$ cat src/rtl/montgomery_array_ctrl.sv
// montgomery_array_ctrl
// Sequences one bit-serial Montgomery multiplication R = A*B*2^-WIDTH mod N
// on an external systolic processing-element array. The controller owns the
// A shift register, the accumulator, the iteration counter and the
// precomputed B / B+N operands. The array returns (acc + ai*B + q*N)/2
// combinationally, and that value is latched once per iteration.
//
// Optional feature macro: FINAL_SUB_EN
//   defined   -> a SUB state applies the final conditional subtraction, so the
//                result is fully reduced into [0,N).
//   undefined -> ITER goes straight to DONE and the result is acc[WIDTH-1:0].
//
// state_dbg exposes the FSM state encoding (0 IDLE, 1 ITER, 2 SUB, 3 DONE).
`timescale 1ns/1ps

module montgomery_array_ctrl #(
    parameter int WIDTH = 8
) (
    input  logic             clk,
    input  logic             rst,
    input  logic             start,
    input  logic [WIDTH-1:0] a_in,
    input  logic [WIDTH-1:0] b_in,
    input  logic [WIDTH-1:0] n_in,
    output logic             busy,
    output logic             done,
    output logic [WIDTH-1:0] result,
    output logic             arr_ai,
    output logic [WIDTH:0]   arr_b,
    output logic [WIDTH:0]   arr_bn,
    output logic [WIDTH:0]   arr_acc,
    input  logic [WIDTH:0]   arr_acc_next,
    output logic [1:0]       state_dbg
);

    localparam int CW = $clog2(WIDTH);

    typedef enum logic [1:0] {
        S_IDLE = 2'd0,
        S_ITER = 2'd1,
        S_SUB  = 2'd2,
        S_DONE = 2'd3
    } state_t;

    state_t           state;
    state_t           state_nxt;
    logic [WIDTH-1:0] a_sr;
    logic [WIDTH:0]   acc;
    logic [CW-1:0]    cnt;
    logic             last_iter;

`ifdef FINAL_SUB_EN
    logic [WIDTH-1:0] n_reg;
    logic [WIDTH:0]   n_ext;
    logic [WIDTH:0]   sub_val;

    // Final reduction: one subtraction of N, compared at WIDTH+1 bits.
    always_comb begin
        n_ext   = {1'b0, n_reg};
        sub_val = acc;
        if (acc >= n_ext) begin
            sub_val = acc - n_ext;
        end
    end
`endif

    assign last_iter = (cnt == CW'(WIDTH - 1));
    assign busy      = (state != S_IDLE);
    assign done      = (state == S_DONE);
    assign arr_ai    = a_sr[0];
    assign arr_acc   = acc;
    assign state_dbg = state;

    // State register.
    always_ff @(posedge clk or posedge rst) begin
        if (rst) begin
            state <= S_IDLE;
        end else begin
            state <= state_nxt;
        end
    end

    // Next-state logic: start is honoured only in IDLE.
    always_comb begin
        state_nxt = state;
        case (state)
            S_IDLE: begin
                if (start) begin
                    state_nxt = S_ITER;
                end
            end
            S_ITER: begin
                if (last_iter) begin
`ifdef FINAL_SUB_EN
                    state_nxt = S_SUB;
`else
                    state_nxt = S_DONE;
`endif
                end
            end
            S_SUB:   state_nxt = S_DONE;
            S_DONE:  state_nxt = S_IDLE;
            default: state_nxt = S_IDLE;
        endcase
    end

    // Datapath: operand capture, per-iteration accumulate/shift, result load.
    always_ff @(posedge clk or posedge rst) begin
        if (rst) begin
            a_sr   <= '0;
            arr_b  <= '0;
            arr_bn <= '0;
            acc    <= '0;
            cnt    <= '0;
            result <= '0;
`ifdef FINAL_SUB_EN
            n_reg  <= '0;
`endif
        end else begin
            case (state)
                S_IDLE: begin
                    if (start) begin
                        a_sr   <= a_in;
                        arr_b  <= {1'b0, b_in};
                        arr_bn <= {1'b0, b_in} + {1'b0, n_in};
                        acc    <= '0;
                        cnt    <= '0;
`ifdef FINAL_SUB_EN
                        n_reg  <= n_in;
`endif
                    end
                end
                S_ITER: begin
                    acc  <= arr_acc_next;
                    a_sr <= a_sr >> 1;
                    cnt  <= cnt + CW'(1);
`ifndef FINAL_SUB_EN
                    // Last latch edge feeds DONE directly, so load the result now.
                    if (last_iter) begin
                        result <= arr_acc_next[WIDTH-1:0];
                    end
`endif
                end
`ifdef FINAL_SUB_EN
                S_SUB: begin
                    acc    <= sub_val;
                    result <= sub_val[WIDTH-1:0];
                end
`endif
                default: begin
                end
            endcase
        end
    end

endmodule

$ cat config.mk
export PLATFORM = sky130hd
export DESIGN_NAME = montgomery_array_ctrl
export DESIGN_NICKNAME = d
export VERILOG_FILES = /design/src/rtl/montgomery_array_ctrl.sv
export SDC_FILE = /design/constraint.sdc
export NUM_CORES = 1
export LEC_CHECK = 0
export CORE_ASPECT_RATIO = 0.75
export CORE_MARGIN = 8
export CORE_UTILIZATION = 45
export CTS_BUF_LIST = sky130_fd_sc_hd__clkbuf_4 sky130_fd_sc_hd__clkbuf_8
export CTS_CLUSTER_SIZE = 24
export DETAILED_ROUTE_END_ITERATION = 10
export GPL_TIMING_DRIVEN = 0
export MAX_ROUTING_LAYER = met4
export PLACE_DENSITY = 0.82
export SETUP_SLACK_MARGIN = 0.5
export SLEW_MARGIN = 5
export SYNTH_ARGS = -nofsm -noshare
export SYNTH_HDL_FRONTEND = slang
export SYNTH_SLANG_ARGS = --single-unit
$ cat constraint.sdc
create_clock -name clk -period 2.74 [get_ports clk]
set_input_delay 0.685 -clock clk [delete_from_list [all_inputs] [get_ports clk]]
set_output_delay 0.685 -clock clk [all_outputs]
set_load 0.005 [all_outputs]
==> results.md, run 1 <==
* Worst Setup Slack, final at 0.518 ns
* #FFs+latches synth at 47
* Root buf cell: clkbuf_8
* Final worst path period share at 0.811
* Reg clk slew, reported paths at about 0.09 ns
* Area post-placement at 3180 µm²
* Ant. Diodes at 0
* R2r setup slk at roughly 0.99 ns
* Register Area at roughly 1200 µm²
* Static leakage at 0.00145 µW
* Worst path arrival time at ~2.4 ns
* Chip width at just under 100 µm
* Clk_lat worst skew at between 0.2 and 0.3 ns
* Height of the die at ~79 µm
* Slowest CP cell: clkdlybuf4s50_1
* Critical Path Source: b_in[1]
* Synth area leaders: dfrtp_1, mux2_2, ha_1, a22o_1, o21ai_0
* Post-route cell area at ~3300 µm²
* Most numerous cell in the Yosys netlist: dfrtp_1
* Slowest Stage Delay on Critical Path at ~0.47 ns
* R2R cell count at 5
* Cell Int Power at 2170 µW
* # port buffers at between 70 and 80
* Post-synthesis cell type count at 39
* Post-synth top area cell: dfrtp_1
* Worst path required time at 2.92 ns
* Via-to-Cell Ratio at about 5.4
* CTS tree: built
* Setup_tns at 0 ns
* Top cell type's share of synthesized area at 0.501
* Share of layout cells above drive strength 1 at 0.196
* Place WS at -0.0660 ns
* IO Pins at 76
* Hold buffers post-CTS at 0
* Syn nets at about 250
* # placed instances at between 300 and 400
* Max IR drop VDD at between 600 and 700 µV
* Post-route insts no fill at about 340
* CTS Buf Count at 5
* Clk sinks at 47
* Crit Reg-Reg Startpoint: state_dbg[0]
* Routed Antenna Nets at 0
* Routed wire length at a little under 6000 µm
* Top cells by count, synth: dfrtp_1, mux2_2, ha_1
* Main synth FF type: dfrtp_1
* Clock skew at between 0.002 and 0.003 ns
* WHS Endpoint: arr_bn[6]
* Multi-input logic area at roughly 1100 µm²
* Hold Crit Depth at 2
* Die area at roughly 7800 µm²
* Comb power frac at 0.499
* Post-layout min period at 2.22 ns
* Gp weighted congestion at roughly 0.85
* Fin. max-slew vios at 0
* DR DRC count at 0
* Number of synthesized flops with an enable pin at 0
* Mapped Avg Cell Area at 12.1 µm²
* Clock Power Share at 0.131
* Grt total ovfl at 0
* Fmax at 0.450 GHz
* Crit path max fanout at 3
* Starting Density at 0.474
* Maxcap violations at 0
* Sw power at ~1100 µW
* All-Layer GR Usage at 0.152
* Largest net degree at the start of global routing at 39
* Cells after Synth at roughly 190
* Final core utilization at 0.673
* CP Class: in -> reg
* DPL Wire Length at 4410 µm
* Worst path cell trace: clkdlybuf4s50_1 -> fa_2 -> a211oi_4 -> o21ai_2 -> a2111oi_2 -> nor3_1
* Worst Setup Start Kind: input pin
* Seq pwr share at 0.370
* Router iterations before antenna repair at 4
* Outcome: finished, final reports clean
* P per Cell Area at 968 nW/µm²
* Netlist Area Pre-Place at roughly 2300 µm²
* Vias in the first global route at 1928
* Sw frac at 0.327
* Vias at between 1500 and 2000
* Core area at between 4000 and 5000 µm²
* # fillers at ~400
* Hold Fails Final Rpt at 0
* RSZ-0062 raised after global routing: true
* HP Start: arr_bn[6]
* Final setup fails at 0
* Area growth, synth to finish at 42.1%
* Initial antenna violation count at 0
* Routed len/inst at roughly 17 µm
* Final net count at around 330
* DR iter-0 viols at slightly below 80
* Yosys warnings at 0
* # rows at 22
* Worst Hold Class: reg -> reg
* Critical R2R Capture: result[0]
* Critical path capture point type: flip-flop
* Clk buf depth at 2
* Global-route wire length before repair at 9370 µm
* H-tree depth at 2
* Post-synthesis sequential area ratio at 0.501
* Ys async rst share at 1.00
-- cell type report --
class	count	area share
multi-input combinational	133	0.334
tap	60	0.0225
buffer	9	0.0206
clock buffer	5	0.0206
timing repair buffer	79	0.236
inverter	5	0.00637
clock inverter	3	0.00750
sequential	47	0.352
-- timing repair --
action,CTS,global route
resized for setup,8,1
setup endpoints to repair,3,3
pin swaps,5,2
buffers inserted,4,0
endpoints found under the hold margin,0,0
cloned,0,0
-- metal layers --
layer	global-route usage	routed length (µm)
met1	0.193	2760
met2	0.223	2590
met3	0.0546	382
met4	0.0467	61
met5	-	0
-- placed cells by master (no fill, tap or decap), drive strengths merged, types with 2 or more instances in the layout --
master,n
nor3b,4
mux2,20
and2,2
inv,5
clkdlybuf4s50,72
nor2,4
and3,7
nand2,9
o31ai,2
buf,14
o21bai,2
a22oi,7
a22o,11
clkbuf,5
o21ai,15
nand2b,3
clkinv,2
a21o,2
ha,14
dfrtp,47
nor3,4
dlygate4sd2,2
a21oi,10
a211oi,5
mux2i,2
-- worst max path at each step --
stage / endpoint / slack [ns] / cells past startpoint
2_1_floorplan: arr_bn[8] / 0.56 / 6
3_3_place_gp: arr_bn[8] / -0.04 / 7
3_5_place_dp: arr_bn[8] / -0.07 / 7
4_1_cts: arr_bn[8] / 0.46 / 6
5_1_grt: arr_bn[8] / 0.47 / 6
6_report: arr_bn[8] / 0.52 / 6
-- power by group through the flow --
stage	clock, µW	combinational, µW	sequential (µW)
after floorplan	0	737	1220
after detailed placement	0	1570	1220
after global placement	0	1530	1200
final	423	1610	1200
after global routing	463	1770	1230
after CTS	432	1630	1200
-- flip-flops by register name, summed over array words and instances (netlist names) --
register	count
state_dbg	2
result	8
arr_acc	9
cnt	3
arr_bn	9
arr_b	8
a_sr	8
-- worst max-delay path, delay by kind of cell --
family,cells,cell delay [ns]
simple gates,1,0.08
compound gates,3,0.74
buf+inv,1,0.47
fa+ha+maj,1,0.42
-- through the flow --
step                power [µW]  hold WS, ns
detailed placement        2790        0.471
CTS                       3260        0.492
global route              3460        0.523
finish                    3230        0.487
floorplan                 1950        0.451
global placement          2730        0.463
-- kinds of logic (layout without fill, tap and decap cells) --
kind of cell | after synthesis | in the layout | share of synthesized area
mux | 22 | 22 | 0.104
xor+xnor | 2 | 2 | 0.00746
buf+inv | 14 | 101 | 0.0373
flops | 47 | 47 | 0.501
other cells | 1 | 1 | 0.00160
fa+ha+maj | 15 | 15 | 0.0831
compound gates | 58 | 58 | 0.177
simple gates | 35 | 35 | 0.0879
No activity file was read; power rests on OpenSTA's default activity.
==> run 2, diff against run 1 <==
--- a/config.mk
+++ b/config.mk
@@ -7,7 +7,7 @@
 export LEC_CHECK = 0
 export CORE_ASPECT_RATIO = 0.75
 export CORE_MARGIN = 8
-export CORE_UTILIZATION = 45
+export CORE_UTILIZATION = 43
 export CTS_BUF_LIST = sky130_fd_sc_hd__clkbuf_4 sky130_fd_sc_hd__clkbuf_8
 export CTS_CLUSTER_SIZE = 24
 export DETAILED_ROUTE_END_ITERATION = 10
==> constraint.sdc (replaced) <==
create_clock -name clk -period 1.8 [get_ports clk]
set_input_delay 0.45 -clock clk [delete_from_list [all_inputs] [get_ports clk]]
set_output_delay 0.45 -clock clk [all_outputs]
set_load 0.005 [all_outputs]
==> results.md, run 2 (same netlist as run 1, synthesis figures left out) <==
* Hold Fails Final Rpt at 0 (unchanged)
* CTS Buf Count at 5 (unchanged)
* Largest net degree at the start of global routing at 25 (was 39)
* Final net count at 391 (was 331)
* Multi-input logic area at 1560 µm² (was 1110 µm²)
* Clk_lat worst skew at 0.31 ns (was 0.29 ns)
* Grt total ovfl at 0 (unchanged)
* WHS Endpoint: arr_b[0] (was arr_bn[6])
* Clk buf depth at 2 (unchanged)
* Commonest non-fill, non-tap cell in the layout: dfrtp_1 (was clkdlybuf4s50_1)
* Fin. max-slew vios at 0 (unchanged)
* Final setup fails at 0 (unchanged)
* Chip width at 101 µm (was 99.4 µm)
* Share of layout cells above drive strength 1 at 0.613 (was 0.196)
* # placed instances at 343 (was 329)
* Critical R2R Capture: arr_bn[5] (was result[0])
* Buffers & Inverters on Critical Path at 1 (unchanged)
* Global-route wire length before repair at 12800 µm (was 9370 µm)
* Crit Reg-Reg Startpoint: state_dbg[1] (was state_dbg[0])
* Vias at 2248 (was 1844)
* Worst Setup Slack, final at 0.0349 ns (was 0.518 ns)
* Clk sinks at 47 (unchanged)
* Routed wire length at 8800 µm (was 5790 µm)
* All-Layer GR Usage at 0.210 (was 0.152)
* Max IR drop VDD at 779 µV (was 613 µV)
* IO Pins at 76 (unchanged)
* Worst path arrival time at 1.95 ns (was 2.40 ns)
* H-tree depth at 2 (unchanged)
* DPL Wire Length at 4390 µm (was 4410 µm)
* Most frequent cells in the layout: dfrtp_1, buf_4, buf_2, buf_6, clkdlybuf4s50_1 (was clkdlybuf4s50_1, dfrtp_1, mux2_2, o21ai_0, ha_1)
* CP delay by family, top: compound AO/OA/AOI/OAI gates (unchanged)
* Reg clk slew, reported paths at 0.08 ns (was 0.09 ns)
* Clock skew at 0.0136 ns (was 0.00286 ns)
* Final worst path period share at 0.981
* Vias in the first global route at 2485 (was 1928)
* HP Start: b_in[0] (was arr_bn[6])
* Worst path cell trace: buf_6 -> ha_4 -> fa_2 -> a211oi_4 -> o21ai_2 -> a2111oi_4 -> nor3_2 (was clkdlybuf4s50_1 -> fa_2 -> a211oi_4 -> o21ai_2 -> a2111oi_2 -> nor3_1)
* Area growth, synth to finish at 83.0% (was 42.1%)
* DR iter-0 viols at 123 (was 79)
* Core area at 5300 µm² (was 4950 µm²)
* Static leakage at 0.00200 µW (was 0.00145 µW)
* R2R cell count at 9 (was 5)
* Fmax at 0.567 GHz
* # rows at 23 (was 22)
* Register Area at 1180 µm² (about the same)
* Crit path max fanout at 3 (unchanged)
* Relative slew margins at 0.642
* Slowest CP cell: fa_2 (was clkdlybuf4s50_1)
* Post-layout min period at 1.77 ns
* CP Class: in -> reg (unchanged)
* Least-Margin Pin Slew at 0.536 ns
* # port buffers at 74 (unchanged)
* CTS tree: built (unchanged)
* Router iterations before antenna repair at 4 (unchanged)
* R2r setup slk at 0.11 ns (was 0.99 ns)
* Routed Antenna Nets at 0 (unchanged)
* Worst path required time at 1.98 ns (was 2.92 ns)
* DR DRC count at 0 (unchanged)
* P per Cell Area at 1560 nW/µm² (was 968 nW/µm²)
* Min Hold Slack at 0.390 ns (was 0.487 ns)
* Die area at 8110 µm² (was 7810 µm²)
* Root buf cell: clkbuf_8 (unchanged)
* Critical path capture point type: flip-flop (unchanged)
* Outcome: finished, final reports clean (unchanged)
* Hold Crit Depth at 2 (unchanged)
* Maxcap violations at 0 (unchanged)
* Slowest Stage Delay on Critical Path at 0.37 ns (was 0.47 ns)
* Starting Density at 0.444 (was 0.474)
* Routed len/inst at 21.1 µm (was 17.0 µm)
* Initial antenna violation count at 1 (was 0)
* Place WS at -0.794 ns (was -0.0660 ns)
* Worst Setup Start Kind: input pin (unchanged)
* Via-to-Cell Ratio at 5.39 (was 5.41)
* Height of the die at 80 µm (was 78.6 µm)
* # fillers at 311 (was 404)
* RSZ-0062 raised after global routing: true (unchanged)
* Gp weighted congestion at 0.790 (was 0.855)
* Worst Hold Class: in -> reg (was reg -> reg)
* PnR Total Power at 6720 µW (was 3230 µW)
* Final core utilization at 0.812 (was 0.673)
* Post-route insts no fill at 417 (was 341)
==> run 2: how the worst max path moves through the flow <==
stage,from,to,slack (ns),cells after the start
4_1_cts,n_in[0],arr_bn[8],0.1,7
3_3_place_gp,b_in[0],arr_bn[8],-0.76,7
3_5_place_dp,b_in[0],arr_bn[8],-0.79,7
5_1_grt,b_in[0],arr_bn[8],0.01,7
2_1_floorplan,b_in[0],arr_bn[8],-0.09,6
6_report,b_in[0],arr_bn[8],0.03,7
==> run 2: power by group <==
part           switching, µW  internal [µW]  total, µW  leakage [µW]
Combinational           1680           2500       4180       0.00137
Clock                    355            326        681     0.0000517
Sequential               315           1550       1860      0.000577
==> run 2: cell type report <==
class	count	area share
inverter	5	0.00699
buffer	9	0.0282
clock inverter	1	0.00116
tap	75	0.0218
antenna	1	0.000582
sequential	47	0.274
timing repair buffer	138	0.281
timing repair inverter	1	0.00175
clock buffer	7	0.0210
multi-input combinational	133	0.363
==> run 2: worst reg2reg max path: stages, from the launching register on <==
cell and delay (ns):
dfrtp_1 0.41, inv_2 0.07, ha_4 0.17, buf_6 0.13, buf_8 0.13, buf_6 0.13
nand4b_1 0.12, nor2_1 0.07, a211oi_2 0.21, o211ai_1 0.12
==> run 2: metrics by stage <==
stage	TNS, ns	area [µm²]
after floorplan	-0.0913	2540
after global placement	-3.88	3380
after detailed placement	-4.40	3380
after CTS	0	4080
after global routing	0	4300
final	0	4300
==> run 2: what timing repair did <==
item / CTS / global route
hold buffers: 0 / 0
gates cloned: 7 / 0
endpoints found under the setup margin: 133 / 72
gates resized for setup: 267 / 21
setup buffers: 45 / 13
pin swaps: 35 / 20
==> run 2: per-layer routing <==
layer	GRT usage	vias to the layer above	share of wire
li1	-	1012	-
met1	0.251	1134	0.43
met2	0.336	88	0.50
met3	0.0610	14	0.056
met4	0.0652	0	0.012
met5	-	-	0
==> run 3, diff against run 2 <==
--- a/config.mk
+++ b/config.mk
@@ -14,6 +14,7 @@
 export GPL_TIMING_DRIVEN = 0
 export MAX_ROUTING_LAYER = met4
 export PLACE_DENSITY = 0.82
+export RECOVER_POWER = 50
 export SETUP_SLACK_MARGIN = 0.5
 export SLEW_MARGIN = 5
 export SYNTH_ARGS = -nofsm -noshare
==> results.md, run 3 (same netlist as run 1, synthesis figures left out) <==
* Outcome: finished, final reports clean (unchanged)
* Global-route wire length before repair at 12800 µm (unchanged)
* CP delay by family, top: compound AO/OA/AOI/OAI gates (unchanged)
* DR DRC count at 0 (unchanged)
* Final net count at 391 (unchanged)
* Routed len/inst at 21.2 µm (was 21.1 µm)
* Area growth, synth to finish at 82.3% (was 83.0%)
* Maxcap violations at 0 (unchanged)
* Static leakage at 0.00196 µW (was 0.00200 µW)
* Post-route cell area at 4280 µm² (was 4300 µm²)
* Fin. max-slew vios at 0 (unchanged)
* Setup_tns at 0 ns (unchanged)
* IO Pins at 76 (unchanged)
* Starting Density at 0.444 (unchanged)
* Largest net degree at the start of global routing at 25 (unchanged)
* Router iterations before antenna repair at 4 (unchanged)
* Vias at 2262 (was 2248)
* Worst path required time at 1.99 ns (was 1.98 ns)
* Max IR drop VDD at 776 µV (was 779 µV)
* Worst Hold Class: in -> reg (unchanged)
* Chip width at 101 µm (unchanged)
* Commonest non-fill, non-tap cell in the layout: dfrtp_1 (unchanged)
* Root buf cell: clkbuf_8 (unchanged)
* Buffers & Inverters on Critical Path at 1 (unchanged)
* Slowest CP cell: fa_2 (unchanged)
* Critical path capture point type: flip-flop (unchanged)
* Routed Antenna Nets at 0 (unchanged)
* All-Layer GR Usage at 0.210 (unchanged)
* Clk buf depth at 2 (unchanged)
* Initial antenna violation count at 1 (unchanged)
* CTS tree: built (unchanged)
* Least-Margin Pin Slew at 0.549 ns (was 0.536 ns)
* Relative slew margins at 0.633 (was 0.642)
* CP Class: in -> reg (unchanged)
* P per Cell Area at 1570 nW/µm² (was 1560 nW/µm²)
* Final setup fails at 0 (unchanged)
* Worst path cell trace: buf_6 -> ha_4 -> fa_2 -> a211oi_4 -> o21ai_2 -> a2111oi_4 -> nor3_2 (unchanged)
* Share of layout cells above drive strength 1 at 0.575 (was 0.613)
* Worst Setup Slack, final at 0.0463 ns (was 0.0349 ns)
* # rows at 23 (unchanged)
* Vias in the first global route at 2485 (unchanged)
* Most frequent cells in the layout: dfrtp_1, buf_4, buf_6, buf_2, clkdlybuf4s50_1 (was dfrtp_1, buf_4, buf_2, buf_6, clkdlybuf4s50_1)
* Clock skew at 0.0137 ns (was 0.0136 ns)
* Post-route insts no fill at 417 (unchanged)
* CTS Buf Count at 5 (unchanged)
* Routed wire length at 8840 µm (was 8800 µm)
* DPL Wire Length at 4390 µm (unchanged)
* Worst path arrival time at 1.94 ns (was 1.95 ns)
* Fmax at 0.570 GHz (was 0.567 GHz)
* Clk sinks at 47 (unchanged)
* Reg clk slew, reported paths at 0.08 ns (about the same)
* Crit path max fanout at 3 (unchanged)
* Final worst path period share at 0.974 (was 0.981)
* Clk_lat worst skew at 0.31 ns (about the same)
* H-tree depth at 2 (unchanged)
* DR iter-0 viols at 123 (unchanged)
* Gp weighted congestion at 0.790 (unchanged)
* Place WS at -0.794 ns (unchanged)
* Die area at 8110 µm² (unchanged)
* Hold Fails Final Rpt at 0 (unchanged)
* # placed instances at 343 (unchanged)
* Hold buffers post-CTS at 0 (unchanged)
* Grt total ovfl at 0 (unchanged)
* # port buffers at 74 (unchanged)
* Slowest Stage Delay on Critical Path at 0.37 ns (about the same)
* Post-layout min period at 1.75 ns (was 1.77 ns)
* RSZ-0062 raised after global routing: true (unchanged)
* Worst Setup Start Kind: input pin (unchanged)
* Core area at 5300 µm² (unchanged)
* Height of the die at 80 µm (unchanged)
* Via-to-Cell Ratio at 5.42 (was 5.39)
* Area post-placement at 3380 µm² (unchanged)
-- run 3: cell count changes in the layout (fill, tap and decap cells not counted), sizes merged --
cell	previous run	this run
buf	115	102
dlygate4sd3	0	1
clkdlybuf4s50	21	20
clkbuf	7	20
-- run 3: timing repair --
| item | in CTS | in global routing |
|---|---|---|
| gates cloned | 7 | 0 |
| setup buffers | 45 | 13 |
| endpoints found under the hold margin | 0 | 0 |
| gates resized for setup | 267 | 21 |
| setup endpoints to repair | 133 | 72 |
| pin swaps | 35 | 20 |
-- run 3: routing by layer --
metal / share of wire / vias to the layer above / track usage
li1: - / 1013 / -
met1: 0.43 / 1149 / 0.251
met4: 0.015 / 0 / 0.0652
met5: 0 / - / -
met2: 0.50 / 81 / 0.336
met3: 0.054 / 19 / 0.0610
-- run 3: layout make-up --
| type | instances | area [µm²] |
|---|---|---|
| sequential | 47 | 1180 |
| inverter | 5 | 30.0 |
| antenna | 1 | 2.50 |
| fill | 319 | 1010 |
| multi-input combinational | 133 | 1560 |
| clock inverter | 1 | 5.00 |
| tap | 75 | 93.8 |
| buffer | 9 | 121 |
| timing repair inverter | 1 | 7.51 |
| timing repair buffer | 138 | 1190 |
| clock buffer | 7 | 90.1 |
-- run 3: final timing paths --
check | end | cells after the start | startpoint | slack, ns
max in group asynchronous | state_dbg[0] | 2 | rst | 0.71
hold reg to reg | arr_b[4] | 1 | arr_b[4] | 0.51
min in group asynchronous | result[6] | 2 | rst | 0.74
setup / recovery | arr_bn[8] | 7 | b_in[0] | 0.05
setup reg to reg | arr_bn[5] | 9 | state_dbg[1] | 0.12
hold / removal | arr_b[0] | 2 | b_in[0] | 0.39
-- run 3: power breakdown --
group	switching, µW	total (µW)	internal [µW]
logic	1680	4150	2460
clock network	365	691	326
registers	319	1870	1550
total	2370	6700	4340
-- run 3: worst reg2reg max path: stages, from the launching register on --
cell	delay, ns
dfrtp_1	0.41
inv_2	0.07
ha_4	0.17
buf_6	0.13
buf_8	0.13
buf_6	0.13
nand4b_1	0.12
nor2_1	0.07
a211oi_2	0.21
o211ai_1	0.12
-- run 3: stage by stage --
step                hold slack, ns   util  power, µW
floorplan                    0.451      -       3320
global placement             0.467  0.638       4520
detailed placement           0.480  0.638       4600
CTS                          0.385  0.771       6170
global route                 0.379  0.809       7050
finish                       0.387  0.809       6700
